$ cat config.mk
export PLATFORM = sky130hd
export DESIGN_NAME = ooo_resp_slave
export DESIGN_NICKNAME = d
export VERILOG_FILES = /design/src/rtl/ooo_resp_slave.sv
export SDC_FILE = /design/constraint.sdc
export NUM_CORES = 2
export LEC_CHECK = 0
export CAP_MARGIN = 25
export CORE_UTILIZATION = 35
export CTS_BUF_LIST = sky130_fd_sc_hd__clkbuf_8 sky130_fd_sc_hd__clkbuf_16
export DETAILED_ROUTE_END_ITERATION = 8
export PLACE_DENSITY = 0.54
export SYNTH_ARGS = -nofsm -noshare
export SYNTH_HDL_FRONTEND = slang
export SYNTH_SLANG_ARGS = --single-unit
$ cat constraint.sdc
create_clock -name clk -period 2.4 [get_ports clk]
set_input_delay 0.48 -clock clk [delete_from_list [all_inputs] [get_ports clk]]
set_output_delay 0.48 -clock clk [all_outputs]
set_load 0.05 [all_outputs]
$ cat src/rtl/ooo_resp_slave.sv
// ooo_resp_slave: memory-backed slave with independent write and read channels.
// Each channel holds up to DEPTH outstanding requests and returns responses out
// of order across IDs but in acceptance order within an ID.
// Optional feature macro: OOO_SLAVE_ERR_RESP_EN. When it is defined, addresses at
// or above MEM_WORDS answer SLVERR (2'b10), the write is dropped and the read
// returns 0. When it is undefined, addresses wrap modulo MEM_WORDS and every
// response is OKAY.
// Ports:
//   clk, rst                      clock, asynchronous active-low reset
//   wr_valid/wr_data/wr_addr/awid write request;  wr_rdy write slot available
//   wr_resp_valid/wr_resp_id/wr_resp               write response
//   rd_valid/rd_addr/arid         read request;   rd_rdy read slot available
//   rd_resp_valid/rd_resp_id/rd_resp/rd_data       read response

// One response channel: an age-ordered slot queue (index 0 is the oldest).
// Ports: i_push accepted request (already qualified by o_rdy), i_id/i_cnt/i_pay
// slot contents; o_rdy slot free; o_valid/o_id/o_pay registered response.
module ooo_resp_slave_chan #(
  parameter int unsigned ID_W  = 4,
  parameter int unsigned PAY_W = 1,
  parameter int unsigned DEPTH = 4,
  parameter int unsigned CNT_W = 2
) (
  input  logic             clk,
  input  logic             rst,
  input  logic             i_push,
  input  logic [ID_W-1:0]  i_id,
  input  logic [CNT_W-1:0] i_cnt,
  input  logic [PAY_W-1:0] i_pay,
  output logic             o_rdy,
  output logic             o_valid,
  output logic [ID_W-1:0]  o_id,
  output logic [PAY_W-1:0] o_pay
);
  localparam int unsigned IDX_W = (DEPTH > 1) ? $clog2(DEPTH) : 1;

  logic [DEPTH-1:0]            r_vld;
  logic [DEPTH-1:0][ID_W-1:0]  r_id;
  logic [DEPTH-1:0][CNT_W-1:0] r_cnt;
  logic [DEPTH-1:0][PAY_W-1:0] r_pay;
  logic                        r_rdy;
  logic                        r_ovalid;
  logic [ID_W-1:0]             r_oid;
  logic [PAY_W-1:0]            r_opay;

  logic [DEPTH-1:0]            w_elig;
  logic                        w_hit;
  logic [IDX_W-1:0]            w_sel;
  logic [ID_W-1:0]             w_sel_id;
  logic [PAY_W-1:0]            w_sel_pay;
  logic [DEPTH-1:0]            w_n_vld;
  logic [DEPTH-1:0][ID_W-1:0]  w_n_id;
  logic [DEPTH-1:0][CNT_W-1:0] w_n_cnt;
  logic [DEPTH-1:0][PAY_W-1:0] w_n_pay;
  logic                        w_placed;

  // A slot may respond once expired and no older slot carries the same ID.
  always_comb begin
    for (int i = 0; i < DEPTH; i++) begin
      w_elig[i] = r_vld[i] && (r_cnt[i] == '0);
      for (int j = 0; j < i; j++) begin
        if (r_vld[j] && (r_id[j] == r_id[i])) w_elig[i] = 1'b0;
      end
    end
  end

  // Oldest eligible slot wins (descending scan leaves the lowest index).
  always_comb begin
    w_hit     = 1'b0;
    w_sel     = '0;
    w_sel_id  = '0;
    w_sel_pay = '0;
    for (int i = int'(DEPTH) - 1; i >= 0; i--) begin
      if (w_elig[i]) begin
        w_hit     = 1'b1;
        w_sel     = IDX_W'(i);
        w_sel_id  = r_id[i];
        w_sel_pay = r_pay[i];
      end
    end
  end

  // Next slot state: remove the winner and compact, age the counters, append.
  always_comb begin
    w_n_vld  = '0;
    w_n_id   = '0;
    w_n_cnt  = '0;
    w_n_pay  = '0;
    w_placed = 1'b0;
    for (int i = 0; i < int'(DEPTH) - 1; i++) begin
      if (w_hit && (IDX_W'(i) >= w_sel)) begin
        w_n_vld[i] = r_vld[i+1];
        w_n_id[i]  = r_id[i+1];
        w_n_cnt[i] = r_cnt[i+1];
        w_n_pay[i] = r_pay[i+1];
      end else begin
        w_n_vld[i] = r_vld[i];
        w_n_id[i]  = r_id[i];
        w_n_cnt[i] = r_cnt[i];
        w_n_pay[i] = r_pay[i];
      end
    end
    if (!w_hit) begin
      w_n_vld[DEPTH-1] = r_vld[DEPTH-1];
      w_n_id[DEPTH-1]  = r_id[DEPTH-1];
      w_n_cnt[DEPTH-1] = r_cnt[DEPTH-1];
      w_n_pay[DEPTH-1] = r_pay[DEPTH-1];
    end
    for (int i = 0; i < DEPTH; i++) begin
      if (w_n_cnt[i] != '0) w_n_cnt[i] = w_n_cnt[i] - CNT_W'(1);
    end
    for (int i = 0; i < DEPTH; i++) begin
      if (i_push && !w_placed && !w_n_vld[i]) begin
        w_n_vld[i] = 1'b1;
        w_n_id[i]  = i_id;
        w_n_cnt[i] = i_cnt;
        w_n_pay[i] = i_pay;
        w_placed   = 1'b1;
      end
    end
  end

  // Slot state and registered response; ready reflects occupancy after this edge.
  always_ff @(posedge clk or negedge rst) begin
    if (!rst) begin
      r_vld    <= '0;
      r_id     <= '0;
      r_cnt    <= '0;
      r_pay    <= '0;
      r_rdy    <= 1'b0;
      r_ovalid <= 1'b0;
      r_oid    <= '0;
      r_opay   <= '0;
    end else begin
      r_vld    <= w_n_vld;
      r_id     <= w_n_id;
      r_cnt    <= w_n_cnt;
      r_pay    <= w_n_pay;
      r_rdy    <= ~&w_n_vld;
      r_ovalid <= w_hit;
      r_oid    <= w_sel_id;
      r_opay   <= w_sel_pay;
    end
  end

  assign o_rdy   = r_rdy;
  assign o_valid = r_ovalid;
  assign o_id    = r_oid;
  assign o_pay   = r_opay;
endmodule

module ooo_resp_slave #(
  parameter int unsigned DATA_W    = 8,
  parameter int unsigned ADDR_W    = 8,
  parameter int unsigned ID_W      = 4,
  parameter int unsigned DEPTH     = 4,
  parameter int unsigned MEM_WORDS = 128,
  parameter int unsigned LAT_BASE  = 1
) (
  input  logic              clk,
  input  logic              rst,
  input  logic              wr_valid,
  input  logic [DATA_W-1:0] wr_data,
  input  logic [ADDR_W-1:0] wr_addr,
  input  logic [ID_W-1:0]   awid,
  output logic              wr_rdy,
  output logic              wr_resp_valid,
  output logic [ID_W-1:0]   wr_resp_id,
  output logic [1:0]        wr_resp,
  input  logic              rd_valid,
  input  logic [ADDR_W-1:0] rd_addr,
  input  logic [ID_W-1:0]   arid,
  output logic              rd_rdy,
  output logic              rd_resp_valid,
  output logic [ID_W-1:0]   rd_resp_id,
  output logic [1:0]        rd_resp,
  output logic [DATA_W-1:0] rd_data
);
  localparam int unsigned MEM_AW = (MEM_WORDS > 1) ? $clog2(MEM_WORDS) : 1;
  // Countdown is stored minus one so the response registers on the edge it expires.
  localparam int unsigned CNT_W  = $clog2(LAT_BASE + 3);

  logic [DATA_W-1:0] r_mem [MEM_WORDS];

  logic              w_wr_acc;
  logic              w_rd_acc;
  logic              w_wr_err;
  logic              w_rd_err;
  logic [MEM_AW-1:0] w_wr_idx;
  logic [MEM_AW-1:0] w_rd_idx;
  logic [CNT_W-1:0]  w_wr_cnt;
  logic [CNT_W-1:0]  w_rd_cnt;
  logic [DATA_W-1:0] w_rd_data;
  logic              w_wr_pay;
  logic [DATA_W:0]   w_rd_pay;

  assign w_wr_acc = wr_valid & wr_rdy;
  assign w_rd_acc = rd_valid & rd_rdy;
  assign w_wr_idx = MEM_AW'(32'(wr_addr) % MEM_WORDS);
  assign w_rd_idx = MEM_AW'(32'(rd_addr) % MEM_WORDS);
  assign w_wr_cnt = CNT_W'(LAT_BASE - 1) + CNT_W'(wr_addr[1:0]);
  assign w_rd_cnt = CNT_W'(LAT_BASE - 1) + CNT_W'(rd_addr[1:0]);

`ifdef OOO_SLAVE_ERR_RESP_EN
  assign w_wr_err = (32'(wr_addr) >= MEM_WORDS);
  assign w_rd_err = (32'(rd_addr) >= MEM_WORDS);
`else
  assign w_wr_err = 1'b0;
  assign w_rd_err = 1'b0;
`endif

  // Read capture with write-first bypass; errored reads return zero.
  always_comb begin
    w_rd_data = r_mem[w_rd_idx];
    if (w_wr_acc && !w_wr_err && (w_wr_idx == w_rd_idx)) w_rd_data = wr_data;
    if (w_rd_err) w_rd_data = '0;
  end

  // Backing memory, cleared by reset.
  always_ff @(posedge clk or negedge rst) begin
    if (!rst) begin
      for (int i = 0; i < MEM_WORDS; i++) r_mem[i] <= '0;
    end else if (w_wr_acc && !w_wr_err) begin
      r_mem[w_wr_idx] <= wr_data;
    end
  end

  ooo_resp_slave_chan #(
    .ID_W (ID_W), .PAY_W(1), .DEPTH(DEPTH), .CNT_W(CNT_W)
  ) u_wr_chan (
    .clk    (clk),
    .rst    (rst),
    .i_push (w_wr_acc),
    .i_id   (awid),
    .i_cnt  (w_wr_cnt),
    .i_pay  (w_wr_err),
    .o_rdy  (wr_rdy),
    .o_valid(wr_resp_valid),
    .o_id   (wr_resp_id),
    .o_pay  (w_wr_pay)
  );

  ooo_resp_slave_chan #(
    .ID_W (ID_W), .PAY_W(DATA_W + 1), .DEPTH(DEPTH), .CNT_W(CNT_W)
  ) u_rd_chan (
    .clk    (clk),
    .rst    (rst),
    .i_push (w_rd_acc),
    .i_id   (arid),
    .i_cnt  (w_rd_cnt),
    .i_pay  ({w_rd_err, w_rd_data}),
    .o_rdy  (rd_rdy),
    .o_valid(rd_resp_valid),
    .o_id   (rd_resp_id),
    .o_pay  (w_rd_pay)
  );

  assign wr_resp = {w_wr_pay, 1'b0};
  assign rd_resp = {w_rd_pay[DATA_W], 1'b0};
  assign rd_data = w_rd_pay[DATA_W-1:0];
endmodule

== Word-level counts from Yosys, hierarchy flattened ==
Cells that the tools add are included.

* Output and inout bits: 24
* Bits of input ports: 36
* Bits in registers: 1142
* Word-level logic and storage cells: 409

* Eq/ne operators: 13
* Add/sub/neg operators: 8
* Mux-type cells: 129
* Bitwise gates (word level): 4
* Magnitude comparators: 9
* Reduce and logical (&&, ||, !) cells: 84

{| class="wikitable"
|+ Operators with widths
! kind !! number
|-
| $bwmux W1024 || 1
|-
| $mux W9 || 12
|-
| $mux W4 || 24
|-
| $mux W2 || 32
|-
| $bmux W8 S7 || 1
|-
| $demux W8 S7 || 1
|-
| $mux W1 || 54
|-
| $eq A4 B4 Y1 || 12
|-
| $logic_and A1 B1 Y1 || 42
|-
| $mux W8 || 4
|-
| $reduce_bool A2 Y1 || 16
|-
| $ge A8 B8 Y1 const B || 2
|-
| $logic_not A1 Y1 || 16
|-
| $logic_not A2 Y1 || 8
|-
| $not A7 Y8 || 2
|-
| $sub A2 B1 Y2 const B || 8
|-
| $ge A1 B2 Y1 const A || 4
|-
| $lt A8 B1 Y1 const B || 1
|-
| $reduce_and A4 Y1 || 2
|-
| $eq A7 B7 Y1 || 1
|-
| $ge A2 B2 Y1 const A || 2
|-
| $and A1 B1 Y1 || 2
|}

== Longest topological paths before layout ==
* Word-level depth: 29
* Depth in mapped cells: 12
* Gate-level depth less buffers: 7

== Modules after synthesis ==
Synthesis repeated with hierarchy kept, for this count alone.

* Cells, all modules: 3869
* Area, all modules: 53941.7 um2

{| class="wikitable"
|+ Modules (own cells, without submodules)
! module !! cells each !! area an instance (um2) !! times used !! sequential area each (um2)
|-
| ooo_resp_slave || 3218 || 47575.6 || 1 || 25624.6
|-
| ooo_resp_slave_chan at u_rd_chan || 419 || 4077.7 || 1 || 1976.9
|-
| ooo_resp_slave_chan at u_wr_chan || 232 || 2288.4 || 1 || 975.9
|}

== Worst setup path before layout ==
OpenSTA, ideal clock, no wires.

* Path type: input port to flip-flop
* From: input port rd_addr[0]
* To: register u_rd_chan.r_pay[33] in the netlist's numbering
* Library setup time: 0.125 ns
* Data arrival time: 2.440 ns
* Path buffers: 2
* Setup slack: -0.164 ns
* Cell stages on the path: 9
* Required time: 2.275 ns
* Cell sequence: buf_6 buf_12 mux4_1 a22oi_1 a21oi_1 or4_1 and4_1 a21oi_2 o2bb2ai_1

* Word-level cells in the longest chain between the ends: 6
* Elaborated cells on any way between the ends: 8
* Classes of those cells: 1 x eq/ne; 5 x mux; 1 x bitwise; 1 x reduce/logical

{| class="wikitable"
|+ Ends and longest elaborated chain
! element !! RTL line !! text
|-
| from (decl) || 171 || <nowiki>input logic [ADDR_W-1:0] rd_addr,</nowiki>
|-
| $not A7 Y8 (not written as such) || 214 || <nowiki>w_rd_data = r_mem[w_rd_idx];</nowiki>
|-
| $bmux W8 S7 || 214 ||
|-
| $mux W8 (not written as such) (2 in a row) || 214 ||
|-
| $mux W8 (*) || 215 || <nowiki>if (w_wr_acc && !w_wr_err && (w_wr_idx == w_rd_idx)) w_rd_data = wr_data;</nowiki>
|-
| $mux W9 (*) || 113 || <nowiki>if (i_push && !w_placed && !w_n_vld[i]) begin</nowiki>
|-
| to (signal assigned) || 138 || <nowiki>r_pay <= w_n_pay;</nowiki>
|-
| to (decl) || 40 || <nowiki>logic [DEPTH-1:0][PAY_W-1:0] r_pay;</nowiki>
|}

Mark *: on every way between the ends. The rest lies on a longest branch, timed or not. The select of a mux whose other input is x is not followed.
A chain may end at the register's enable or synchronous reset.

== Worst setup path in the final report ==
* From: register r_mem[494] in the netlist's numbering
* To: register u_rd_chan.r_pay[33] in the netlist's numbering

* Word-level cells in the longest chain between the ends: 5

{| class="wikitable"
|+ Ends and longest elaborated chain
! element !! RTL line !! text
|-
| from (decl) || 183 || <nowiki>logic [DATA_W-1:0] r_mem [MEM_WORDS];</nowiki>
|-
| from (signal, indexed assignment) || 224 || <nowiki>r_mem[w_wr_idx] <= wr_data;</nowiki>
|-
| $bmux W8 S7 || 214 ||
|-
| $mux W8 (not written as such) (2 in a row) || 214 ||
|-
| $mux W8 || 215 ||
|-
| $mux W9 || 113 ||
|}

No other way between the ends. The select of a mux whose other input is x is not followed.

==> impl_metrics.tcl <==
set metrics [dict create \
    die_h_um 393.1 \
    syn_to_final_growth_pct 22.98 \
    p_leak_nw 31.12 \
    seq_area_sq_mm 0.02833 \
    p_clk_share_pct 37.6 \
    synth_edf_count 0 \
    intPower_mw 37.55 \
    outcome "finished with violations" \
    vias_per_cell 5.365 \
    final.fill_count 13870 \
    p_comb_share_pct 20.3 \
    pwr-share-seq_pct 42.1 \
    total_power_mw 52.96 \
    final-setup-viol-count 14 \
    grt_pass1_vias 36380 \
    crit_arrival_ns 3.14 \
    drt_iter0_drc 2699 \
    hp-class "in2reg" \
    ys_types 88 \
    gp_congestion 0.9427 \
    drc 0 \
    ys_ff_latch 1132 \
    synth_top_area_cell "dfrtp_1" \
    peakVddDrop_mv 0.7180 \
    relSlewSlack_pct 50.02 \
    synthArstFlopShare_pct 100.0 \
    maxCapViolations 0 \
    synth_seq_area_share_pct 52.92 \
    clock_skew_ns 0.03355 \
    fin_crit_ns 2.449 \
    wirelength_mm 165.6 \
    slew_violations 0 \
    path_max_fanout 4 \
    wire_per_inst_um 25.42 \
    insertion_delay_ns 0.78 \
    final_nets 4419 \
    synth_area_sq_mm 0.05353 \
    start_kind "register" \
    cts_buffer_depth 3 \
    max_stage_delay_ns 0.49 \
    violations "setup timing" \
    synth.avg_cell_area_sq_um 13.90 \
    synth-warning-count 0 \
    ios 60 \
    drt_first_pass_iters 5 \
    core_sq_mm 0.1519 \
    grt.overflow.total 0 \
    hold_viol 0 \
    power.density_mw_per_mm2 804.4 \
    die_area_sq_mm 0.1545 \
    p_sw_share_pct 29.10 \
    multiInputGateArea_sq_mm 0.02400 \
    core.rowCount 143 \
    clkSlewWorstSetupHoldPaths_ns 0.06 \
    grt_max_degree 137 \
    setup_ws_ns -0.04913 \
    yosysTopAreaCellShare_pct 52.92 \
    fin_crit_sh_pct 102.0 \
    io_buffer_count 53 \
    slowest_stage "nor4_4" \
    crit_chain "mux2i_1 -> a22oi_1 -> a21oi_1 -> buf_4 -> nor4_4 -> buf_4 -> and4_4 -> a21oi_4 -> buf_6 -> o2bb2ai_1" \
    drive_gt1_share_pct 48.97 \
    path_class "reg2reg" \
    cts_max_level 4 \
    synthFlopType "dfrtp_1" \
    ant_nets 0 \
    cts-root-buf "clkbuf_16" \
    worstPathRequired_ns 3.09 \
    cp_common_cell "buf_4" \
    power.switching_mw 15.41 \
    clock-sinks 1132 \
    initial_core_util_pct 35.24 \
    clock.fmax_mhz 408.3 \
    rsz0062_at_grt "yes" \
    vias 34940 \
    worst_pin_slew_ns 0.7497 \
    end_kind "register" \
    post-route-util_pct 43.34 \
    synth_cells 3852 \
    dp_hpwl_mm 114.0 \
    cts_tree "done" \
    die_w_um 393.1 \
    grt_first_pass_wirelength_mm 250.2 \
    antenna_found_initial 4 \
    cts_buffers 130 \
    grt_usage_pct 21.81 \
    yosys-top-cells-area "dfrtp_1 (53%), mux2_2 (22%), mux4_2 (6.4%)" \
]
kinds of logic (layout without fill, tap and decap cells):
family,count (synthesis),in the layout,share of synthesized area (%)
mux,1435,1435,33.36
flops,1132,1132,52.92
simple gates,530,530,4.605
compound gates,374,374,5.053
buf+inv,324,951,3.137
xor+xnor,55,55,0.8999
fa+ha+maj,1,1,0.01870
other cells,1,5,0.007005
power groups by stage:
stage / Combinational, mW / Clock (mW) / Sequential, mW
after floorplan: 6.41 / 0 / 22.4
after global placement: 10.5 / 0 / 22.5
after detailed placement: 10.6 / 0 / 22.6
after CTS: 10.6 / 20.4 / 22.3
after global routing: 11.6 / 21.2 / 22.5
final: 10.7 / 19.9 / 22.3
layout by cell type (no fill, tap or decap), drive strengths merged, types with 7 or more instances in the layout:
cell and count:
a211oi 31, a21oi 68, a221oi 14, a22o 7
a22oi 34, a31oi 7, and2 29, buf 659
clkbuf 167, clkdlybuf4s50 19, clkinv 29, dfrtp 1132
dlygate4sd2 15, inv 45, mux2 1053, mux2i 213
mux4 169, nand2 150, nand2b 16, nand3 42
nor2 165, nor2b 23, nor3 54, nor4 13
o21ai 48, o221ai 60, o22ai 22, o2bb2ai 8
o31ai 22, xnor2 28, xor2 27
path summary, 6_finish.rpt:
path | from | cells after the start | endpoint | slack, ns
min | wr_data[4] | 2 | r_mem[668]$_DFFE_PN0P_ | 0.23
max in group asynchronous | rst | 4 | r_mem[143]$_DFFE_PN0P_ | 1.10
min reg2reg | u_rd_chan.r_pay[0]$_DFFE_PN0P_ | 2 | u_rd_chan.o_pay[0]$_DFF_PN0_ | 0.47
max reg2reg | r_mem[494]$_DFFE_PN0P_ | 10 | u_rd_chan.r_pay[33]$_DFFE_PN0P_ | -0.05
min in group asynchronous | rst | 3 | r_mem[315]$_DFFE_PN0P_ | 0.51
max | r_mem[494]$_DFFE_PN0P_ | 10 | u_rd_chan.r_pay[33]$_DFFE_PN0P_ | -0.05
synthesized netlist by cell type (all sizes together) (6+ instances only):
cell type  count
o221ai        60
nor2         165
mux2        1053
a211oi        31
a22oi         34
and2          29
clkbuf       211
a221oi        14
o21ai         48
nor4          13
mux4         169
o22ai         22
nand2        150
a21oi         68
xnor2         28
nor2b         23
o2bb2ai        8
buf           92
nor3b          6
nand2b        16
a22o           7
o31ai         22
inv           19
dfrtp       1132
xor2          27
nand3         42
a31oi          7
nor3          54
or2            6
mux2i        213
per-layer routing:
layer | global-route usage, % | share of wire [%]
met2 | 34.00 | 46
met1 | 31.48 | 46
met5 | 0 | 0.0079
met4 | 5.730 | 2.4
met3 | 3.401 | 5.0
through the flow:
stage	setup WS (ns)	setup TNS (ns)	hold slack, ns	cells	area [sq um]
after detailed placement	-1.306	-397.39	0.4602	6275	61000
final	-0.04913	-0.2657	0.2324	6513	65830
after global routing	-0.09505	-0.6144	0.2127	6512	65830
after CTS	-0.1095	-0.4396	0.1908	6508	65550
after floorplan	-0.05551	-3.504	0.1844	3855	53620
after global placement	-1.323	-400.42	0.4508	6275	61000
registers in the layout, summed over array words and instances (netlist names), 4 cells and up:
signal	flops
u_wr_chan.r_id	16
u_rd_chan.r_vld	4
u_rd_chan.r_id	16
u_rd_chan.o_id	4
u_wr_chan.o_id	4
u_wr_chan.r_cnt	8
u_rd_chan.r_cnt	8
u_rd_chan.o_pay	8
r_mem	1024
u_wr_chan.r_vld	4
u_rd_chan.r_pay	32
critical path: cells and delay by family (launching register included):
family	cells	cell delay, ns
compound gates	4	0.57
buf+inv	3	0.55
flops	1	0.36
simple gates	2	0.73
mux	1	0.16
repair_timing:
action                                  in CTS  in global routing
buffers inserted                             1                  8
resized for setup                           72                 62
hold buffers                                 1                  0
endpoints found under the setup margin      51                 55
pin swaps                                   11                 31
endpoints found under the hold margin      315                  0
cloned                                       1                  0
final cells by class:
type	instances	area share, %
flip-flops and latches	1132	43.04
multi-input cells	2399	36.46
repair buffers	700	9.976
clock buffers	167	5.732
well taps	2030	3.858
clock inverters	64	0.8192
inverters	20	0.1140
diodes	1	0.003801
No activity file was read; power rests on OpenSTA's default activity.
